$ cat src/rtl/l1_cache_control.sv
// Sequencing FSM for a 2-way L1 cache: hit/miss resolution, dirty-victim writeback, allocate from L2.
// Latency: hit answers in the request cycle; clean miss = L2 latency + 1; dirty miss = 2x L2 latency + 1.
// Backpressure: the CPU holds mem_read/mem_write until mem_resp; L2 phases hold until the l2_resp pulse.
//
// Ports:
//   clk, rst_n                         clock, asynchronous active-low reset
//   mem_read, mem_write, index         CPU request (a write wins if both are high)
//   hit, dirty, valid                  per-way status of the indexed set, from the datapath
//   l2_resp                            L2 transaction complete (1-cycle pulse)
//   mem_resp                           CPU request done (1-cycle pulse)
//   l2_read, l2_write, wb_addr_sel     L2 handshake; l2_read doubles as the write-logic fill select
//   load_data, load_tag                per-way array write enables
//   set_dirty, clr_dirty               per-way dirty bit control
//   way_sel                            way routed to the read mux / write logic
//   hit_count, miss_count              saturating performance counters
module l1_cache_control #(
    parameter int SET_BITS = 3,
    parameter int CNT_W    = 16
) (
    input  logic                clk,
    input  logic                rst_n,
    input  logic                mem_read,
    input  logic                mem_write,
    input  logic [SET_BITS-1:0] index,
    input  logic [1:0]          hit,
    input  logic [1:0]          dirty,
    input  logic [1:0]          valid,
    input  logic                l2_resp,
    output logic                mem_resp,
    output logic                l2_read,
    output logic                l2_write,
    output logic                wb_addr_sel,
    output logic [1:0]          load_data,
    output logic [1:0]          load_tag,
    output logic [1:0]          set_dirty,
    output logic [1:0]          clr_dirty,
    output logic                way_sel,
    output logic [CNT_W-1:0]    hit_count,
    output logic [CNT_W-1:0]    miss_count
);

    localparam int NSETS = 1 << SET_BITS;

    typedef enum logic [1:0] {
        CHECK     = 2'd0,
        WRITEBACK = 2'd1,
        ALLOCATE  = 2'd2
    } state_t;

    state_t             state_q, state_d;
    logic [NSETS-1:0]   lru_q, lru_d;
    logic               victim_q, victim_d;
    logic               replay_q, replay_d;
    logic [CNT_W-1:0]   hit_count_q, hit_count_d;
    logic [CNT_W-1:0]   miss_count_q, miss_count_d;

    logic               req;
    logic               hit_way;
    logic               lru_way;
    logic               mem_resp_c, l2_read_c, l2_write_c, wb_addr_sel_c, way_sel_c;
    logic [1:0]         load_data_c, load_tag_c, set_dirty_c, clr_dirty_c;

    always_comb begin
        req           = mem_read | mem_write;
        hit_way       = hit[1];
        lru_way       = lru_q[index];
        state_d       = state_q;
        lru_d         = lru_q;
        victim_d      = victim_q;
        replay_d      = replay_q;
        hit_count_d   = hit_count_q;
        miss_count_d  = miss_count_q;
        mem_resp_c    = 1'b0;
        l2_read_c     = 1'b0;
        l2_write_c    = 1'b0;
        wb_addr_sel_c = 1'b0;
        way_sel_c     = 1'b0;
        load_data_c   = 2'b00;
        load_tag_c    = 2'b00;
        set_dirty_c   = 2'b00;
        clr_dirty_c   = 2'b00;

        case (state_q)
            CHECK: begin
                if (!req) begin
                    // A request dropped mid-miss never replays; forget the flag.
                    replay_d = 1'b0;
                end else if (|hit) begin
                    mem_resp_c = 1'b1;
                    way_sel_c  = hit_way;
                    if (mem_write) begin
                        // l2_read stays low, so the write logic merges CPU bytes.
                        load_data_c[hit_way] = 1'b1;
                        set_dirty_c[hit_way] = 1'b1;
                    end
                    lru_d[index] = ~hit_way;
                    replay_d     = 1'b0;
                    if (!replay_q && hit_count_q != {CNT_W{1'b1}})
                        hit_count_d = hit_count_q + 1'b1;
                end else begin
                    // Victim is frozen here so WB/ALLOCATE see a stable way.
                    victim_d = lru_way;
                    state_d  = (valid[lru_way] && dirty[lru_way]) ? WRITEBACK : ALLOCATE;
                    if (!replay_q && miss_count_q != {CNT_W{1'b1}})
                        miss_count_d = miss_count_q + 1'b1;
                end
            end
            WRITEBACK: begin
                l2_write_c    = 1'b1;
                wb_addr_sel_c = 1'b1;
                way_sel_c     = victim_q;
                if (l2_resp)
                    state_d = ALLOCATE;
            end
            ALLOCATE: begin
                l2_read_c = 1'b1;
                way_sel_c = victim_q;
                if (l2_resp) begin
                    load_data_c[victim_q] = 1'b1;
                    load_tag_c[victim_q]  = 1'b1;
                    clr_dirty_c[victim_q] = 1'b1;
                    replay_d              = 1'b1;
                    state_d               = CHECK;
                end
            end
            default: state_d = CHECK;
        endcase
    end

    always_ff @(posedge clk or negedge rst_n) begin
        if (!rst_n) begin
            state_q      <= CHECK;
            lru_q        <= '0;
            victim_q     <= 1'b0;
            replay_q     <= 1'b0;
            hit_count_q  <= '0;
            miss_count_q <= '0;
        end else begin
            state_q      <= state_d;
            lru_q        <= lru_d;
            victim_q     <= victim_d;
            replay_q     <= replay_d;
            hit_count_q  <= hit_count_d;
            miss_count_q <= miss_count_d;
        end
    end

    // Outputs are forced low while reset is asserted, even with a request held.
    assign mem_resp    = rst_n & mem_resp_c;
    assign l2_read     = rst_n & l2_read_c;
    assign l2_write    = rst_n & l2_write_c;
    assign wb_addr_sel = rst_n & wb_addr_sel_c;
    assign way_sel     = rst_n & way_sel_c;
    assign load_data   = {2{rst_n}} & load_data_c;
    assign load_tag    = {2{rst_n}} & load_tag_c;
    assign set_dirty   = {2{rst_n}} & set_dirty_c;
    assign clr_dirty   = {2{rst_n}} & clr_dirty_c;
    assign hit_count   = hit_count_q;
    assign miss_count  = miss_count_q;

endmodule

$ cat config.mk
export PLATFORM = sky130hd
export DESIGN_NAME = l1_cache_control
export DESIGN_NICKNAME = d
export VERILOG_FILES = /design/src/rtl/l1_cache_control.sv
export SDC_FILE = /design/constraint.sdc
export NUM_CORES = 1
export LEC_CHECK = 0
export ABC_AREA = 0
export BUFFER_PORTS_ARGS = -buffer_cell sky130_fd_sc_hd__buf_4
export CORE_AREA = 2 2 71 73
export DETAILED_ROUTE_END_ITERATION = 10
export DIE_AREA = 0 0 73 75
export PLACE_DENSITY = 0.85
export SLEW_MARGIN = 20
export SYNTH_ARGS = -nofsm -noshare
export SYNTH_HDL_FRONTEND = slang
export SYNTH_SLANG_ARGS = --single-unit
$ cat constraint.sdc
create_clock -name clk -period 6 [get_ports clk]
set_clock_uncertainty 0.1 [all_clocks]
set_input_delay 1.2 -clock clk [delete_from_list [all_inputs] [get_ports clk]]
set_output_delay 1.2 -clock clk [all_outputs]
set_load 0.02 [all_outputs]
==> metrics <==
antenna violations before repair 0; Worst R2R End hit_count[1]; Max H-tree Level 2; Hold-fix buffers, CTS 0; Placed Cells 323; routed via count 1829; worst vdd ir 0.2258 mV; die width 73 um; CTS Buf Count 5; min Tclk post-route 3.714 ns; CTS resizes 0; DPL Wire Length 3408 um; syn nets 237; Least-Margin Pin Slew 0.5846 ns; clk root buf clkbuf_8; arrival time worst endpoint 2.41 ns; routability congestion estimate 0.7812; synth top area cells dfrtp_1 (48%), xnor2_1 (6.1%), mux2_2 (5.4%); crit path from rst_n; RSZ-0062 raised after global routing no; Worst Hold Endpoint hit_count[9]; max_slew headroom 61.03%; smallest setup slack after layout 2.286 ns; sequential fraction of the synthesis area 47.88%; postcts setup bufs 0; Post-synth EDFFs 0; vias in the first global route 1674; Clk network pwr share 22.6%; Internal Pwr Total 0.0006520 W; nets@finish 296; fill cell count 389; r2r setup slk 3.71 ns; FF+latch count, synth 44; core area 4661 sq um; power share of the combinational group 35.2%; port buffer count 58; Syn Area/Cell 10.60 sq um; final setup TNS 0 ns; Reg clk slew, reported paths 0.09 ns; Iteration-0 DRC Markers 127; Post-Syn Area 2300 sq um; Leak 1.410 nW; pwr dens 346.8 nW/um^2; Post-Route WL 4536 um; Clock Path Buffers 2; yosys warns 0; Worst setup SP type input port; Hold Path Class reg -> reg; Synth Flop Type dfrtp_1; hold path depth 1; drt via density 5.526; post-synthesis async set-or-reset flop share 100.0%; largest net degree at the start of global routing 50; most frequent cells in the layout buf_4 (58), dfrtp_1 (44), nand2_1 (21); CTS tree built; final hold vios 0; Final ANT Viol Nets 0; Crit Path Category in -> out; Die Area 5475 sq um; Mapped Cells 217; Tcrit/Tclk final 61.89%; Cell Rows 25; global-route wire length before repair 7445 um; diode count 0; cell taking the most area after synthesis dfrtp_1; Critical Path RT 4.70 ns; status complete, no violations; fmax 0.2693 GHz; CP endpoint kind output pin; Clock Latency Late Sink 0.30 ns; grt total ovfl 0; share of power burned in registers 42.2%; Hold Startpoint hit_count[9]; Pwr Total 0.0009972 W; P_sw 0.0003452 W; commonest non-fill, non-tap cell in the layout buf_4; layout cells sized above 1 30.69%; Total GRT Usage 17.55%; die height 75 um; reg-to-reg startpoint state_q[0]; Wirelength per Cell 13.70 um; Place WS 2.236 ns; DRC 0; post-synth top area share 47.88%; Slew Limit Fails 0; Initial Util 49.34%; Clock Sink Count 44; max-capacitance violation count 0; reg2reg path depth 6; Area Overhead vs Synth 25.03%; Setup violations, final 0; drt pass-1 iters 4; post-synthesis cell type count 42; number of I/O pins 59; Post-Layout Cell Count 331; CP max FO 49; switching part of the total power 34.61%
worst max path at each step:
stage / to / slack [ns] / depth (start not counted)
2_1_floorplan: load_data[0] / 2.56 / 3
3_3_place_gp: load_data[1] / 2.27 / 5
3_5_place_dp: load_data[0] / 2.24 / 5
4_1_cts: load_data[0] / 2.23 / 5
5_1_grt: load_data[0] / 2.12 / 5
6_report: load_data[0] / 2.29 / 5
metrics by stage:
step,hold slack (ns),utilization (%),instance area (sq um)
after floorplan,0.3719,-,2300
after global placement,0.3784,59.30,2764
after detailed placement,0.3859,59.30,2764
after CTS,0.3994,61.69,2875
after global routing,0.4264,61.69,2875
final,0.3960,61.69,2875
per-layer routing:
metal / vias to the layer above / wire length, um / part of all wire, % / global-route usage (%)
li1: 884 / - / - / -
met1: 880 / 2086 / 46 / 22.78
met2: 58 / 2110 / 47 / 28.43
met3: 7 / 272 / 6.0 / 4.284
met4: 0 / 66 / 1.5 / 6.996
met5: - / 0 / 0 / 0
cell type report:
cell class | count | area [sq um] | share of cell area (%)
flip-flops and latches | 44 | 1101 | 38.29
clock inverters | 3 | 42.54 | 1.480
clock buffers | 5 | 68.82 | 2.393
multi-input cells | 163 | 1145 | 39.82
well taps | 54 | 67.56 | 2.350
inverters | 4 | 15.01 | 0.5222
repair buffers | 58 | 435.4 | 15.14
power groups by stage:
stage          clock network (W)  logic (W)  registers (W)
5_1_grt                 0.000241   0.000383       0.000430
6_report                0.000226   0.000351       0.000420
4_1_cts                 0.000231   0.000354       0.000420
3_5_place_dp                   0   0.000353       0.000426
2_1_floorplan                  0   0.000211       0.000441
3_3_place_gp                   0   0.000343       0.000422
cells in the mapped netlist, types with 2 or more instances:
cell type,n
ha_1,6
or2_2,2
and3_1,8
nor3_1,7
nand3_1,13
xnor2_1,16
buf_4,4
nor2_1,15
mux2_2,11
nor3b_1,3
mux2i_1,4
nand2b_1,3
xor2_1,10
dfrtp_1,44
nand4_1,8
nand2_1,21
nand3b_1,2
a21oi_1,7
inv_1,4
and2_1,4
o21a_1,2
o21ai_0,3
state kept, by name, summed over array words and instances (netlist names):
name,cells
miss_count,16
hit_count,16
state_q,2
victim_q,1
replay_q,1
lru_q,8
critical path, cell delays in order:
cell and delay (ns):
buf_4 0.45, nand3_1 0.17, nor3b_1 0.29, or2_2 0.16, buf_4 0.13
cell families (layout without fill, tap and decap cells):
family / count (synthesis) / count (layout) / synth area share, %
compound gates: 21 / 21 / 6.366
flops: 44 / 44 / 47.88
fa+ha+maj: 6 / 6 / 3.264
simple gates: 93 / 93 / 21.49
xor+xnor: 26 / 26 / 9.902
mux: 17 / 17 / 8.759
buf+inv: 10 / 70 / 2.339
Note: power is estimated with default switching activity, not from simulation.
